File: src/rtl/vga.svh
// Shared VGA timing defaults used by display-path blocks.
// Visible area only; blanking intervals live with the timing generator.
`ifndef VGA_SVH
`define VGA_SVH
`define H_DISPLAY 640
`define V_DISPLAY 480
`endif

File: src/rtl/vga_frame_reader_pkg.sv
// Helpers shared by the frame reader files.
// Pure elaboration-time functions; no logic, no latency.
// No flow control of its own.
package vga_frame_reader_pkg;

    // Width of a counter that must hold 0..n-1; never narrower than 1 bit.
    function automatic int cnt_width(input int n);
        return (n <= 2) ? 1 : $clog2(n);
    endfunction

endpackage

File: src/rtl/vga_sync_fifo.sv
// Single-clock first-word-fall-through FIFO; rdata is the head entry (zero when empty).
// Latency: a pushed word is visible on rdata the cycle after the push.
// Backpressure: full/count tell the producer; pushing while full is only legal with a pop.
// Ports: clk, rst (sync, active-high), push/wdata, pop/rdata, full, empty, count.
module vga_sync_fifo #(
    parameter int WIDTH = 8,
    parameter int DEPTH = 4
) (
    input  logic                     clk,
    input  logic                     rst,
    input  logic                     push,
    input  logic [WIDTH-1:0]         wdata,
    input  logic                     pop,
    output logic [WIDTH-1:0]         rdata,
    output logic                     full,
    output logic                     empty,
    output logic [$clog2(DEPTH):0]   count
);

    localparam int PW = $clog2(DEPTH);

    logic [WIDTH-1:0] mem_q [DEPTH];
    logic [PW-1:0]    wr_q;
    logic [PW-1:0]    rd_q;
    logic [PW:0]      cnt_q;

    assign full  = (cnt_q == (PW+1)'(DEPTH));
    assign empty = (cnt_q == '0);
    assign count = cnt_q;
    // Storage is not reset, so mask the head to keep the output clean when empty.
    assign rdata = empty ? '0 : mem_q[rd_q];

    always_ff @(posedge clk) begin
        if (rst) begin
            wr_q  <= '0;
            rd_q  <= '0;
            cnt_q <= '0;
        end else begin
            assert (!(push && full && !pop));
            assert (!(pop && empty));
            // When full with push and pop together, wr_q == rd_q: the head is
            // overwritten at the same edge it leaves, which is what we want.
            if (push) begin
                mem_q[wr_q] <= wdata;
                wr_q        <= wr_q + PW'(1);
            end
            if (pop) begin
                rd_q <= rd_q + PW'(1);
            end
            case ({push, pop})
                2'b10:   cnt_q <= cnt_q + (PW+1)'(1);
                2'b01:   cnt_q <= cnt_q - (PW+1)'(1);
                default: cnt_q <= cnt_q;
            endcase
        end
    end

endmodule

File: src/rtl/vga_frame_reader.sv
// Streams whole frames from a word-addressed frame buffer into a small pixel FIFO.
// Latency: first request one cycle after start; one pixel/cycle sustained at memory latency 1.
// Backpressure: requests are credit-limited so outstanding reads plus buffered pixels never exceed FIFO_DEPTH.
// Ports: sys_clk/sys_rst; enable, fb_base; mem_req/mem_addr/mem_gnt request side;
//        mem_rvld/mem_rdata in-order responses; line_buffer_data/_vld/_rdy output; frame_done pulse.
`include "vga.svh"

module vga_frame_reader
    import vga_frame_reader_pkg::*;
#(
    parameter int RGB_SIZE   = 12,
    parameter int H_DISPLAY  = `H_DISPLAY,
    parameter int V_DISPLAY  = `V_DISPLAY,
    parameter int AW         = 19,
    parameter int FIFO_DEPTH = 4
) (
    input  logic                sys_clk,
    input  logic                sys_rst,
    input  logic                enable,
    input  logic [AW-1:0]       fb_base,
    output logic                mem_req,
    output logic [AW-1:0]       mem_addr,
    input  logic                mem_gnt,
    input  logic                mem_rvld,
    input  logic [RGB_SIZE-1:0] mem_rdata,
    output logic [RGB_SIZE:0]   line_buffer_data,
    output logic                line_buffer_vld,
    input  logic                line_buffer_rdy,
    output logic                frame_done
);

    localparam int XW = cnt_width(H_DISPLAY);
    localparam int YW = cnt_width(V_DISPLAY);
    localparam int CW = $clog2(FIFO_DEPTH) + 1;
    localparam logic [CW:0] DEPTH_C = (CW+1)'(FIFO_DEPTH);

    typedef enum logic [1:0] {IDLE, READ, DRAIN} state_e;

    state_e            state_q, state_d;
    logic [AW-1:0]     addr_q, addr_d;
    logic [XW-1:0]     x_q, x_d;
    logic [YW-1:0]     y_q, y_d;
    logic              first_q, first_d;

    logic [CW-1:0]     outstanding;
    logic [CW-1:0]     fifo_count;
    logic              credit_ok;
    logic              grant;
    logic              rsp_vld;
    logic              pop;
    logic              last_px;
    logic              tag_full, tag_empty;
    logic              pix_full, pix_empty;
    logic [1:0]        tag_rdata;
    logic [RGB_SIZE+1:0] pix_rdata;

    assign last_px = (x_q == XW'(H_DISPLAY - 1)) && (y_q == YW'(V_DISPLAY - 1));

    // Reads in flight plus pixels already buffered must leave room for one more.
    // The full flags are redundant with the sum but keep the request low on their own.
    assign credit_ok = (({1'b0, outstanding} + {1'b0, fifo_count}) < DEPTH_C)
                       && !tag_full && !pix_full;

    assign grant    = mem_req && mem_gnt;
    // A response with nothing outstanding (e.g. straight after reset) is dropped.
    assign rsp_vld  = mem_rvld && !tag_empty;
    assign mem_addr = addr_q;

    always_ff @(posedge sys_clk) begin
        if (sys_rst) begin
            state_q <= IDLE;
            addr_q  <= '0;
            x_q     <= '0;
            y_q     <= '0;
            first_q <= 1'b0;
        end else begin
            state_q <= state_d;
            addr_q  <= addr_d;
            x_q     <= x_d;
            y_q     <= y_d;
            first_q <= first_d;
        end
    end

    always_comb begin
        state_d = state_q;
        addr_d  = addr_q;
        x_d     = x_q;
        y_d     = y_q;
        first_d = first_q;
        mem_req = 1'b0;
        case (state_q)
            IDLE: begin
                if (enable) begin
                    state_d = READ;
                    addr_d  = fb_base;
                    x_d     = '0;
                    y_d     = '0;
                    first_d = 1'b1;
                end
            end
            READ: begin
                mem_req = credit_ok;
                if (credit_ok && mem_gnt) begin
                    addr_d  = addr_q + AW'(1);
                    first_d = 1'b0;
                    if (x_q == XW'(H_DISPLAY - 1)) begin
                        x_d = '0;
                        y_d = y_q + YW'(1);
                    end else begin
                        x_d = x_q + XW'(1);
                    end
                    if (last_px) begin
                        y_d     = '0;
                        state_d = DRAIN;
                    end
                end
            end
            DRAIN: begin
                // enable is only looked at here, so a frame always runs to its end.
                if (outstanding == '0) begin
                    if (enable) begin
                        state_d = READ;
                        addr_d  = fb_base;
                        x_d     = '0;
                        y_d     = '0;
                        first_d = 1'b1;
                    end else begin
                        state_d = IDLE;
                    end
                end
            end
            default: state_d = IDLE;
        endcase
    end

    // Per-request tag {last, first} travels alongside the read; its occupancy is
    // the outstanding-read count, and its head matches the next response.
    vga_sync_fifo #(
        .WIDTH (2),
        .DEPTH (FIFO_DEPTH)
    ) u_tag_fifo (
        .clk   (sys_clk),
        .rst   (sys_rst),
        .push  (grant),
        .wdata ({last_px, first_q}),
        .pop   (rsp_vld),
        .rdata (tag_rdata),
        .full  (tag_full),
        .empty (tag_empty),
        .count (outstanding)
    );

    assign pop = line_buffer_vld && line_buffer_rdy;

    vga_sync_fifo #(
        .WIDTH (RGB_SIZE + 2),
        .DEPTH (FIFO_DEPTH)
    ) u_pix_fifo (
        .clk   (sys_clk),
        .rst   (sys_rst),
        .push  (rsp_vld),
        .wdata ({tag_rdata, mem_rdata}),
        .pop   (pop),
        .rdata (pix_rdata),
        .full  (pix_full),
        .empty (pix_empty),
        .count (fifo_count)
    );

    assign line_buffer_vld  = !pix_empty;
    assign line_buffer_data = pix_rdata[RGB_SIZE:0];
    assign frame_done       = pop && pix_rdata[RGB_SIZE+1];

endmodule

File: config.mk
export PLATFORM = sky130hd
export DESIGN_NAME = vga_frame_reader
export DESIGN_NICKNAME = d
export VERILOG_FILES = /design/src/rtl/vga_frame_reader_pkg.sv /design/src/rtl/vga_sync_fifo.sv /design/src/rtl/vga_frame_reader.sv
export VERILOG_INCLUDE_DIRS = /design/src /design/src/rtl
export SDC_FILE = /design/constraint.sdc
export NUM_CORES = 1
export LEC_CHECK = 0
export ABC_CLOCK_PERIOD_IN_PS = 2300
export CORE_ASPECT_RATIO = 1.4
export CORE_MARGIN = 3
export CORE_UTILIZATION = 45
export CTS_BUF_LIST = sky130_fd_sc_hd__clkbuf_8
export CTS_CLUSTER_DIAMETER = 30
export DETAILED_ROUTE_END_ITERATION = 8
export GPL_TIMING_DRIVEN = 0
export PLACE_DENSITY = 0.73
export SLEW_MARGIN = 10
export SYNTH_ARGS = -nofsm -noshare
export SYNTH_HDL_FRONTEND = slang
export SYNTH_SLANG_ARGS = --single-unit
export TNS_END_PERCENT = 5
File: constraint.sdc
create_clock -name sys_clk -period 2.3 [get_ports sys_clk]
set_input_delay 0.46 -clock sys_clk [delete_from_list [all_inputs] [get_ports sys_clk]]
set_output_delay 0.46 -clock sys_clk [all_outputs]
set_load 0.005 [all_outputs]
**Word level (Yosys, flattened, before mapping)**

Memory sizes are Yosys's and may differ from the RTL's. A register that Yosys moved wholly into a read port is not among the register bits.
Cells that the tools add are included.
Widths: inputs -> output; s select.

- Register bits after elaboration: 55
- Bits in writable memories: 64
- Input port bits: 37
- Memories: 2
- Logic and storage cells: 102
- Output and inout port bits: 35

- Add/sub/neg operators: 12
- Mux-type cells: 40
- Equal/unequal tests: 15
- Magnitude comparators: 1
- Reduce and logical (&&, ||, !) cells: 21

Memories:

| name | words | bits a word | rd ports | clocked after memory_dff | write ports | line | text |
|---|---|---|---|---|---|---|---|
| u_pix_fifo.mem_q | 4 | 14 | 1 | 1 | 1 | vga_sync_fifo.sv:22 | `logic [WIDTH-1:0] mem_q [DEPTH];` |
| u_tag_fifo.mem_q | 4 | 2 | 1 | 1 | 1 | vga_sync_fifo.sv:22 |  |

Operators with widths:

| kind | number |
|---|---|
| $mux 19 | 3 |
| $pmux 19 s3 | 1 |
| $mux 9 | 5 |
| $mux 10 | 4 |
| $pmux 10 s3 | 1 |
| $pmux 9 s3 | 1 |
| $add 19x1->19 const B | 1 |
| $mux 2 | 9 |
| $mux 14 | 1 |
| $pmux 3 s2 | 2 |
| $mux 1 | 11 |
| $add 10x1->10 const B | 1 |
| $eq 10x10->1 const B | 1 |
| $add 9x1->9 const B | 1 |
| $eq 9x9->1 const B | 1 |
| $add 2x1->2 const B | 4 |
| $logic_and 1x1->1 | 8 |
| $ne 2x2->1 const B | 4 |
| $reduce_and 4->1 | 2 |
| $add 3x1->3 const B | 2 |
| $eq 2x1->1 const B | 3 |
| $eq 2x2->1 const B | 3 |
| $eq 3x3->1 const B | 2 |
| $logic_not 3->1 | 2 |
| 11 further kinds | 16 |

**Logic depth before layout (Yosys ltp)**

Gate-level depths: netlist of the first run.

- Word-level depth: 9
- Mapped depth: 11
- Depth with buffers taken out: 11

**Hierarchy**

Synthesis of the first run repeated with hierarchy kept, for this count alone.

- Cells, all modules: 499
- Area, all modules: 5831.8 um^2

By module, submodules not included:

| module | area each (um^2) | instances | seq. area each (um^2) | cells an instance |
|---|---|---|---|---|
| vga_sync_fifo at u_pix_fifo | 2661.3 | 1 | 1861.8 | 136 |
| vga_frame_reader | 2413.6 | 1 | 820.8 | 303 |
| vga_sync_fifo at u_tag_fifo | 757.0 | 1 | 420.4 | 60 |

**Least setup slack after synthesis of the first run**

OpenSTA, ideal clock, no wires.

- Path type: register to register
- Start point: reg u_tag_fifo.cnt_q[2], in the netlist u_tag_fifo.count[2]
- End point: reg u_tag_fifo.cnt_q[2], in the netlist u_tag_fifo.count[2]
- Required time: 2.230 ns
- Path slack: -0.247 ns
- Path buffers: 0
- Period minus slack after synthesis: 2.547 ns
- Setup time: 0.070 ns
- Cell stages (with the launch flop): 12
- Arrival time: 2.477 ns
- Path through: dfxtp_1 ha_1 nor2_1 nand3_2 nor4_1 nand2_1 ha_1 inv_1 fa_1 xor2_1 or3_1 a21oi_1

- Word-level cells in the longest chain between the ends: 8
- Elaborated cells between the ends (all ways): 17
- Classes of those cells: add/sub: 3; order compare: 1; eq/ne: 3; mux: 2; reduce/logical: 8

Ends and longest elaborated chain:

| what | line | text |
|---|---|---|
| from (decl) | vga_sync_fifo.sv:25 | `logic [PW:0] cnt_q;` |
| from (signal assigned) | vga_sync_fifo.sv:51 | `2'b10: cnt_q <= cnt_q + (PW+1)'(1);` |
| from (signal assigned) | vga_sync_fifo.sv:52 | `2'b01: cnt_q <= cnt_q - (PW+1)'(1);` |
| from (signal assigned) | vga_sync_fifo.sv:53 | `default: cnt_q <= cnt_q;` |
| $add 3x3->4 or $eq 3x3->1 (tied branches) | vga_frame_reader.sv:61, vga_sync_fifo.sv:27 |  |
| $lt 4x3->1 or $logic_not 1->1 (tied branches) | vga_frame_reader.sv:61, vga_frame_reader.sv:62 |  |
| $logic_and 1x1->1 (2 in a row) | vga_frame_reader.sv:62 | `&& !tag_full && !pix_full;` |
| $mux 1 | vga_frame_reader.sv:92 | `case (state_q)` |
| $logic_and 1x1->1 | vga_frame_reader.sv:64 | `assign grant = mem_req && mem_gnt;` |
| $eq 2x1->1 or $eq 2x2->1 (tied branches) | vga_sync_fifo.sv:50 | `case ({push, pop})` |
| $pmux 3 s2 or $reduce_bool 2->1 (tied branches) | - |  |

Several ways; a longest one is shown, not always the timed one.
A chain may end at the register's enable or synchronous reset.

**Worst setup path in the final report of the first run**

- Start point: reg u_tag_fifo.cnt_q[2], in the netlist u_tag_fifo.count[2]
- End point: out mem_req

- Word-level cells in the longest chain between the ends: 5
- Elaborated cells between the ends (all ways): 7
- Classes of those cells: add/sub: 1; order compare: 1; eq/ne: 1; mux: 1; reduce/logical: 3

Ends and longest elaborated chain:

| what | line | text |
|---|---|---|
| $add 3x3->4 or $eq 3x3->1 (tied branches) | vga_frame_reader.sv:61, vga_sync_fifo.sv:27 |  |
| $lt 4x3->1 or $logic_not 1->1 (tied branches) | vga_frame_reader.sv:61, vga_frame_reader.sv:62 |  |
| $logic_and 1x1->1 (*) (2 in a row) | vga_frame_reader.sv:62 |  |
| $mux 1 (*) | vga_frame_reader.sv:92 |  |
| to (decl) | vga_frame_reader.sv:21 | `output logic mem_req,` |

Mark *: on every way between the ends. The rest lies on a longest branch, timed or not.

==> results.md, run 1 <==
- # diodes: 0
- Worst r2r dst: u_tag_fifo.count[2]
- Fraction of synthesized cell area in xor and xnor cells: 1.52%
- Clock period minus worst slack: between 2 and 2.5 ns
- Mapped Area: between 5000 and 6000 sq um
- Final setup viols: 4
- Max-cap violations: 0
- Row cnt: 48
- CTS root buf: clkbuf_8
- Worst Clk Skew: around 0.014 ns
- Post-Synth Adder-Cell Area: 3.94%
- Fin area: between 7000 and 8000 sq um
- HP Class: reg -> reg
- Clock Path Buffers: 2
- CP Data Arrival Time: just under 2 ns
- CTS clk-pin slew, worst paths: 0.08 ns
- DRC viols: 0
- Worst-Margin Slew: around 0.74 ns
- Clock tree from TritonCTS: built
- GRT Total Usage: about 20%
- Post-synth EDFFs: 64
- Most frequent cell after synthesis: edfxtp_1
- Seq/Total Area, Yosys: a little over half
- Worst reg-to-reg setup slack: -0.10 ns
- CP Max Fanout: 3
- RSZ-0062 raised after global routing: yes
- Util after Layout: 60.0%
- Worst R2R Path Depth: 11
- Sw Pwr: 1960 uW
- Sequential power share: between 40% and 50%
- Vias: roughly 4600
- Synth Warn #: 0
- Gr ovfl total: 0
- Ports: 72
- Worst-Skew Late Latency: 0.43 ns
- Placed Area: around 6700 sq um
- Die Y: 140 microns
- Yosys cell types: 60
- Async set-reset flop share out of synthesis: 0%
- Post-place setup slack: -0.546 ns
- Hpwl dp: approximately 9600 microns
- Drt total wl: 14100 microns
- Initial antenna violation count: 0
- Post-Synth Simple-Gate Area: between 10% and 20%
- Placeable core region: ~12000 sq um
- WS Path Type: reg -> out
- Global-route wire length before repair: about 22000 microns
- Synthesized Nets: 572
- CP endpoint kind: output port
- TritonCTS buffer count: 17
- Layout cells sized above 1: 24.0%
- Per-cell routed wire length: 17.8 microns
- Worst slew margin: 50.3%
- Synth area leaders: edfxtp_1 33%, dfxtp_1 20%, mux4_2 6.2%
- Most instantiated cells after synthesis: 64 x edfxtp_1, 59 x dfxtp_1, 47 x a21oi_1
- Die area: ~14000 sq um
- Int Pwr: between 4000 and 5000 uW
- Largest net degree at the start of global routing: 17
- Logic pwr share: between 30% and 40%
- Quantity of hold-fixing buffers added after cts: 0
- Nets: between 600 and 700
- Mux contribution to synthesized area: between 6 and 7%
- Hold Fails Final Rpt: 0
- Slew Limit Fails: 0
- F_max: roughly 410 MHz
- Hold endpoint: y_q[1]
- Mean Syn Cell Area: 11.2 sq um
- Port Buffer Count: 71
- Peak supply drop: 0.000530 V
- Yosys reg bits: between 100 and 150
- Vias in the first global route: between 4000 and 5000
- Failing checks: setup timing
- Worst setup SP type: register
- # H-tree levels: 4
- R2R Path Start: u_tag_fifo.count[2]
- Post-route clock period utilization: 105%
- Hold Crit Start: y_q[1]
- DR pass1 iterations: 5
- Top cell type's share of synthesized area: between 30% and 40%
- Sw Share: between 30% and 40%
- Main synth FF type: edfxtp_1
- Final ANT Viol Nets: 0
- Hold Path Depth: 2
- Gp weighted congestion: approximately 0.88
- Initial Util: between 40% and 50%
- Post-Syn Instances: about 520
- Status: finished, violations left
- Area Growth Syn to Fin: 29.1%
- Slack of the critical path: -0.122 ns
- Critical Path RT: 1.84 ns
- Largest family of logic cells by synthesized area: simple AND/OR/NAND/NOR gates
- DRT iter0 DRCs: 232
- Post-synth top area cell: edfxtp_1
- Drt via density: approximately 5.8
- Post-synthesis compound-gate area fraction: between 10 and 15%
- Power Density: between 800 and 900 nW/um^2
- Leakage: about 0.0026 uW
- Die X: 102 microns
- Number of clock sinks: approximately 120
- Clk pwr share: between 20% and 30%
-- worst max-delay path, stage by stage, from the launching register on --
cell	delay [ns]
dfxtp_4	0.37
ha_4	0.17
or4b_1	0.50
nand4bb_4	0.24
nor2_2	0.13
buf_2	0.12
-- how the worst max path moves through the flow --
| stage | slack (ns) | startpoint | to | depth (start not counted) |
|---|---|---|---|---|
| after floorplan | -0.01 | u_tag_fifo.count[2] | u_pix_fifo.count[2] | 9 |
| after global placement | -0.44 | mem_gnt | u_tag_fifo.count[2] | 10 |
| after detailed placement | -0.55 | mem_gnt | u_tag_fifo.count[2] | 10 |
| after CTS | -0.14 | u_tag_fifo.count[2] | mem_req | 5 |
| after global routing | -0.20 | u_tag_fifo.count[2] | mem_req | 5 |
| final | -0.12 | u_tag_fifo.count[2] | mem_req | 5 |
-- power groups by stage --
stage / combinational (uW) / sequential, uW / clock [uW]
2_1_floorplan: 969 / 2630 / 0
3_3_place_gp: 1540 / 2660 / 0
3_5_place_dp: 1590 / 2670 / 0
4_1_cts: 1870 / 2640 / 1830
5_1_grt: 2100 / 2670 / 1920
6_report: 1930 / 2650 / 1790
-- cells by family after synthesis --
logic type | Yosys count
AND/OR/NAND/NOR | 191
flip-flops | 123
AO/OA/AOI/OAI | 117
buffers and inverters | 42
multiplexers | 18
adder cells (fa/ha/maj) | 17
XOR/XNOR | 10
-- flip-flops by register name, summed over array words and instances (netlist names), named ones only --
signal / count
first_q: 1
mem_addr: 19
state_q: 2
u_pix_fifo.count: 3
u_pix_fifo.mem_q: 56
u_pix_fifo.rd_q: 2
u_pix_fifo.wr_q: 2
u_tag_fifo.count: 3
u_tag_fifo.mem_q: 8
u_tag_fifo.rd_q: 2
u_tag_fifo.wr_q: 2
x_q: 10
y_q: 9
-- per-layer routing --
| metal | wire [microns] | GRT usage (%) | up-vias |
|---|---|---|---|
| met3 | 874 | 4.73 | 45 |
| met5 | 0 | 0 | - |
| met4 | 427 | 8.89 | 0 |
| met1 | 5400 | 22.2 | 2178 |
| met2 | 7370 | 35.9 | 180 |
| li1 | - | - | 2148 |
-- cell usage in the layout (no fill, tap or decap), types with 5 or more instances in the layout --
cell             instances
nand3b_1                 7
clkbuf_2                12
nand2_1                 34
dfxtp_2                  5
nand3_1                 17
ha_1                    10
clkbuf_1                10
xor2_1                   6
and2_4                   5
a21oi_1                 45
clkbuf_8                23
and3_1                   6
mux4_2                  16
o21ai_0                 29
buf_4                   16
clkdlybuf4s50_1         55
dfxtp_1                 51
nor3b_2                  5
inv_6                    5
a211oi_1                 5
nor2_1                  41
and2_1                  16
nor3_1                   9
or3_1                    6
buf_6                    9
inv_1                   17
edfxtp_1                64
-- stage by stage --
step                hold WS [ns]  total power, uW  setup TNS, ns  instances
floorplan                  0.442             3600        -0.0147        518
global placement           0.458             4190         -14.83        739
detailed placement         0.471             4260         -21.02        739
CTS                        0.482             6340          -1.22        785
global route               0.522             6690         -0.938        791
finish                     0.482             6380         -0.258        791
-- repair_timing --
item	CTS	global route
pin swaps	19	11
cloned	1	0
setup endpoints to repair	56	57
setup buffers	14	6
gates resized for setup	84	47
-- area by class of cell --
cell class | instances | area (sq um)
clock inverters | 15 | 138
repair buffers | 92 | 841
plain buffers | 24 | 199
multi-input cells | 353 | 2680
inverters | 17 | 63.8
flip-flops and latches | 123 | 3120
clock buffers | 17 | 234
well taps | 150 | 188
fillers | 984 | 4970
(Power assumes the default switching activity.)
==> run 2, diff against run 1 <==
Settings changed: SKIP_CTS_REPAIR_TIMING set to 1.
==> run 2 against run 1 <==
Against the previous run: the flow still finishes with violations (setup timing); via count fell by 1.1%; clock power barely moved; maximum frequency fell by 1.7%; critical endpoint is now u_tag_fifo.count[2].
==> results.md, run 2 (same netlist as run 1, synthesis figures left out) <==
- Status: finished, violations left (unchanged)
- Failing checks: setup timing (unchanged)
- Port Buffer Count: 71 (unchanged)
- Most frequent cells in the layout: 64 x edfxtp_1, 56 x clkdlybuf4s50_1, 52 x dfxtp_1 (was 64 x edfxtp_1, 55 x clkdlybuf4s50_1, 51 x dfxtp_1)
- Clock tree from TritonCTS: built (unchanged)
- Hold Fails Final Rpt: 0 (unchanged)
- Sw Pwr: 1910 uW (was 1960 uW)
- Max FFs per register: 56 (unchanged)
- Worst R2R Path Depth: 10 (was 11)
- Worst setup SP type: register (unchanged)
- Hold Path Depth: 2 (unchanged)
- Row cnt: 48 (unchanged)
- Sum Neg Setup Slack: -0.642 ns (was -0.258 ns)
- Layout cells sized above 1: 20.3% (was 24.0%)
- Hold Crit Start: x_q[1] (was y_q[1])
- Initial Util: 46.5% (unchanged)
- Worst-Margin Slew: 0.772 ns (was 0.745 ns)
- Slew Limit Fails: 0 (unchanged)
- Biggest register: u_pix_fifo.mem_q (unchanged)
- Gr ovfl total: 0 (unchanged)
- Int Pwr: 4360 uW (was 4410 uW)
- CTS root buf: clkbuf_8 (unchanged)
- Die X: 102 microns (unchanged)
- Multi-input gate area: 2610 sq um (was 2680 sq um)
- Logic pwr share: 29.0% (was 30.3%)
- Util after Layout: 59.4% (was 60.0%)
- Slack of the critical path: -0.163 ns (was -0.122 ns)
- Clock Path Buffers: 2 (unchanged)
- Gp weighted congestion: 0.880 (unchanged)
- Hpwl dp: 9650 microns (unchanged)
- CTS clk-pin slew, worst paths: 0.08 ns (about the same)
- Clk pwr share: 28.6% (was 28.1%)
- Worst slew margin: 48.6% (was 50.3%)
- GRT Total Usage: 19.7% (was 20.1%)
- Per-cell routed wire length: 17.9 microns (was 17.8 microns)
- Die area: 14300 sq um (unchanged)
- # H-tree levels: 4 (unchanged)
- Die Y: 140 microns (unchanged)
- RSZ-0062 raised after global routing: yes (unchanged)
- Clock period minus worst slack: 2.46 ns (was 2.42 ns)
- Sw Share: 30.5% (was 30.8%)
- CP endpoint kind: register (was output port)
- CP Data Arrival Time: 2.81 ns (was 1.96 ns)
- Critical Path RT: 2.65 ns (was 1.84 ns)
- Worst Clk Skew: 0.0130 ns (was 0.0143 ns)
- Area Growth Syn to Fin: 27.8% (was 29.1%)
- TritonCTS buffer count: 17 (unchanged)
- Final setup viols: 11 (was 4)
- Worst-Skew Late Latency: 0.43 ns (about the same)
- Power Density: 848 nW/um^2 (was 855 nW/um^2)
- Hold endpoint: x_q[1] (was y_q[1])
- Number of clock sinks: 123 (unchanged)
- Post-route clock period utilization: 107% (was 105%)
- DRT iter0 DRCs: 213 (was 232)
- Placeable core region: 12400 sq um (unchanged)
- Final ANT Viol Nets: 0 (unchanged)
- Vias in the first global route: 4590 (was 4724)
- Nets: 676 (was 682)
- Worst Setup SP: u_tag_fifo.count[0] (was u_tag_fifo.count[2])
- R2R Path Start: u_tag_fifo.count[0] (was u_tag_fifo.count[2])
- Placed Area: 6700 sq um (unchanged)
- # diodes: 0 (unchanged)
- HP Class: reg -> reg (unchanged)
- Drt total wl: 14000 microns (was 14100 microns)
- Sequential power share: 42.5% (was 41.6%)
- Initial antenna violation count: 0 (unchanged)
- Max-cap violations: 0 (unchanged)
- Register area: 3120 sq um (about the same)
- Fin area: 7390 sq um (was 7460 sq um)
- Worst reg-to-reg setup slack: -0.16 ns (was -0.10 ns)
- Vias: 4502 (was 4551)
- CP Max Fanout: 5 (was 3)
- Commonest non-fill, non-tap cell in the layout: edfxtp_1 (unchanged)
- WS Path Type: reg -> reg (was reg -> out)
- Ports: 72 (unchanged)
- Worst r2r dst: u_tag_fifo.count[2] (unchanged)
- Fill cell count: 1007 (was 984)
- Pwr Total: 6270 uW (was 6380 uW)
- F_max: 406 MHz (was 413 MHz)
- DRC viols: 0 (unchanged)
- Post-place setup slack: -0.546 ns (unchanged)
- Global-route wire length before repair: 22100 microns (was 22500 microns)
- Drt via density: 5.74 (was 5.75)
- Largest net degree at the start of global routing: 17 (unchanged)
- Peak supply drop: 0.000535 V (was 0.000530 V)
- DR pass1 iterations: 5 (unchanged)
- Leakage: 0.00266 uW (was 0.00256 uW)
run 2: power by group through the flow:
stage          logic [uW]  registers, uW  clock network (uW)
6_report             1820           2660                1790
5_1_grt              1970           2680                1920
4_1_cts              1600           2620                1830
3_5_place_dp         1590           2670                   0
3_3_place_gp         1540           2660                   0
2_1_floorplan         969           2630                   0
run 2: worst max path at each step:
stage / to
finish: u_tag_fifo.count[2]
global route: u_tag_fifo.count[2]
CTS: line_buffer_data[12]
detailed placement: u_tag_fifo.count[2]
global placement: u_tag_fifo.count[2]
floorplan: u_pix_fifo.count[2]
run 2: final cells by class:
cell class / count / area share, %
multi-input combinational: 353 / 35.3
inverter: 17 / 0.864
sequential: 123 / 42.2
clock inverter: 15 / 1.86
tap: 150 / 2.54
buffer: 24 / 2.47
timing repair buffer: 86 / 11.5
clock buffer: 17 / 3.17
run 2: per-layer routing:
| metal | global-route usage (%) | vias up | wire [microns] |
|---|---|---|---|
| met1 | 22.4 | 2180 | 5480 |
| met2 | 34.9 | 156 | 7520 |
| met3 | 4.83 | 25 | 778 |
| met5 | 0 | - | 0 |
| met4 | 7.63 | 0 | 260 |
| li1 | - | 2141 | - |
run 2: per-stage QoR:
stage,cells,hold WS [ns]
2_1_floorplan,518,0.442
3_3_place_gp,739,0.458
3_5_place_dp,739,0.471
4_1_cts,771,0.482
5_1_grt,785,0.523
6_report,785,0.485
run 2: critical path, cell delays in order (launching register included):
cell	delay, ns
dfxtp_1	0.37
or3b_4	0.44
nand3_2	0.12
nor4_4	0.07
nand2_2	0.11
ha_2	0.20
inv_1	0.05
fa_1	0.37
xor2_1	0.17
or3_1	0.36
a21oi_2	0.14
==> run 3, diff against run 2 <==
Settings changed: SLEW_MARGIN 10 to 15, TNS_END_PERCENT 5 to 20.
==> run 3 against run 2 <==
Against the previous run: the flow still finishes with violations (setup timing); via count grew 1.4%; combinational power grew 4%; cell count increased by 0.51%; total power increased by 1.1%; clock power about the same; register-to-register slack improved by 0.04 ns; design area grew 0.36%; maximum frequency grew 1.5%; non-clock buffer count increased by 4; first-iteration DRC count rose by 5.6%; clock-buffer cell count stayed put; worst setup slack better by 0.037 ns.
==> results.md, run 3 (same netlist as run 1, synthesis figures left out) <==
- Status: finished, violations left (unchanged)
- Failing checks: setup timing (unchanged)
- Initial Util: 46.5% (unchanged)
- Fill cell count: 1006 (was 1007)
- Drt total wl: 14100 microns (was 14000 microns)
- TritonCTS buffer count: 17 (unchanged)
- Area Growth Syn to Fin: 28.3% (was 27.8%)
- Worst r2r dst: u_pix_fifo.count[2] (was u_tag_fifo.count[2])
- Nets: 680 (was 676)
- Final ANT Viol Nets: 0 (unchanged)
- Layout cells sized above 1: 22.2% (was 20.3%)
- Global-route wire length before repair: 22100 microns (unchanged)
- Hold Fails Final Rpt: 0 (unchanged)
- DRC viols: 0 (unchanged)
- Int Pwr: 4400 uW (was 4360 uW)
- Port Buffer Count: 71 (unchanged)
- R2R Path Start: u_tag_fifo.count[2] (was u_tag_fifo.count[0])
- Sum Neg Setup Slack: -0.814 ns (was -0.642 ns)
- Leakage: 0.00262 uW (was 0.00266 uW)
- Placed Area: 6700 sq um (unchanged)
- Clock period minus worst slack: 2.43 ns (was 2.46 ns)
- Gr ovfl total: 0 (unchanged)
- CP Data Arrival Time: 1.97 ns (was 2.81 ns)
- Clk pwr share: 28.2% (was 28.6%)
- Clock tree from TritonCTS: built (unchanged)
- CP endpoint kind: output port (was register)
- Clock Path Buffers: 2 (unchanged)
- # diodes: 0 (unchanged)
- GRT Total Usage: 19.7% (unchanged)
- Final setup viols: 12 (was 11)
- Max-cap violations: 0 (unchanged)
- Die area: 14300 sq um (unchanged)
- Per-cell routed wire length: 17.9 microns (about the same)
- Peak supply drop: 0.000538 V (was 0.000535 V)
- Commonest non-fill, non-tap cell in the layout: edfxtp_1 (unchanged)
- Biggest register: u_pix_fifo.mem_q (unchanged)
- Worst Setup SP: u_tag_fifo.count[2] (was u_tag_fifo.count[0])
- Register area: 3120 sq um (about the same)
- Gp weighted congestion: 0.880 (unchanged)
- Fin area: 7420 sq um (was 7390 sq um)
- Worst-Margin Slew: 0.759 ns (was 0.772 ns)
- Worst setup SP type: register (unchanged)
- Worst-Skew Late Latency: 0.43 ns (about the same)
- Worst slew margin: 49.4% (was 48.6%)
- Largest net degree at the start of global routing: 17 (unchanged)
- # H-tree levels: 4 (unchanged)
- Hpwl dp: 9650 microns (unchanged)
- Die X: 102 microns (unchanged)
- F_max: 412 MHz (was 406 MHz)
- CP Max Fanout: 5 (unchanged)
- WS Path Type: reg -> out (was reg -> reg)
- CP Capture Point: mem_req (was u_tag_fifo.count[2])
- Vias in the first global route: 4590 (unchanged)
- Die Y: 140 microns (unchanged)
- DR pass1 iterations: 5 (unchanged)
- Logic pwr share: 29.8% (was 29.0%)
- Initial antenna violation count: 0 (unchanged)
- RSZ-0062 raised after global routing: yes (unchanged)
- Sw Share: 30.5% (about the same)
- CTS root buf: clkbuf_8 (unchanged)
- Number of clock sinks: 123 (unchanged)
- Worst reg-to-reg setup slack: -0.13 ns (was -0.16 ns)
- Drt via density: 5.79 (was 5.74)
- Multi-input gate area: 2630 sq um (was 2610 sq um)
- CTS clk-pin slew, worst paths: 0.08 ns (about the same)
- Post-route clock period utilization: 105% (was 107%)
- Worst Clk Skew: 0.0143 ns (was 0.0130 ns)
- DRT iter0 DRCs: 225 (was 213)
- Vias: 4565 (was 4502)
- Most frequent cells in the layout: 64 x edfxtp_1, 56 x clkdlybuf4s50_1, 50 x dfxtp_1 (was 64 x edfxtp_1, 56 x clkdlybuf4s50_1, 52 x dfxtp_1)
- Ports: 72 (unchanged)
- Critical Path RT: 1.84 ns (was 2.65 ns)
- Row cnt: 48 (unchanged)
- HP Class: reg -> reg (unchanged)
- Sequential power share: 42.0% (was 42.5%)
- Power Density: 855 nW/um^2 (was 848 nW/um^2)
- Slack of the critical path: -0.126 ns (was -0.163 ns)
- Max FFs per register: 56 (unchanged)
- Placeable core region: 12400 sq um (unchanged)
- Worst R2R Path Depth: 9 (was 10)
- Slew Limit Fails: 0 (unchanged)
- Sw Pwr: 1940 uW (was 1910 uW)
[run 3: cell types whose count changed in the layout (fill, tap and decap cells not counted), moves of 3 or more]
cell | before | now
buf_6 | 6 | 9
clkbuf_2 | 5 | 8
dfxtp_2 | 3 | 7
dlymetal6s2s_1 | 10 | 5
[run 3: layout make-up]
type                       instances  area share, %
clock inverter                    15           1.86
multi-input combinational        353           35.5
inverter                          17          0.860
clock buffer                      17           3.16
timing repair buffer              90           11.6
sequential                       123           42.1
buffer                            24           2.41
tap                              150           2.53
[run 3: power by group through the flow]
stage / Clock, uW / Sequential [uW] / Combinational, uW
6_report: 1790 / 2660 / 1890
5_1_grt: 1920 / 2680 / 2050
4_1_cts: 1830 / 2620 / 1600
3_5_place_dp: 0 / 2670 / 1590
3_3_place_gp: 0 / 2660 / 1540
2_1_floorplan: 0 / 2630 / 969
[run 3: per-layer routing]
metal	routed length, microns	GRT usage [%]	share of wire (%)
met1	5520	22.4	39
met2	7480	34.9	53
met3	811	4.83	5.8
met4	290	7.63	2.1
met5	0	0	0
[run 3: how the worst min path moves through the flow]
stage / start / endpoint / slack, ns / cells after the start
2_1_floorplan: x_q[1] / x_q[1] / 0.44 / 2
3_3_place_gp: x_q[1] / x_q[1] / 0.46 / 2
3_5_place_dp: y_q[1] / y_q[1] / 0.47 / 2
4_1_cts: y_q[1] / y_q[1] / 0.48 / 2
5_1_grt: x_q[1] / x_q[1] / 0.52 / 2
6_report: y_q[1] / y_q[1] / 0.48 / 2
[run 3: stage by stage]
| stage | power [uW] | setup slack (ns) | utilization [%] | hold slack, ns | std cells |
|---|---|---|---|---|---|
| 5_1_grt | 6650 | -0.261 | 59.7 | 0.522 | 789 |
| 3_3_place_gp | 4190 | -0.435 | 53.9 | 0.458 | 739 |
| 4_1_cts | 6050 | -0.882 | 56.9 | 0.482 | 771 |
| 3_5_place_dp | 4260 | -0.546 | 53.9 | 0.471 | 739 |
| 2_1_floorplan | 3600 | -0.0147 | - | 0.442 | 518 |
| 6_report | 6340 | -0.126 | 59.7 | 0.481 | 789 |
[run 3: worst max-delay path: stages (launching register included)]
cell and delay, ns:
dfxtp_4 0.37, ha_4 0.17, or4b_1 0.51, nand4bb_4 0.24, nor2_2 0.13, buf_2 0.12
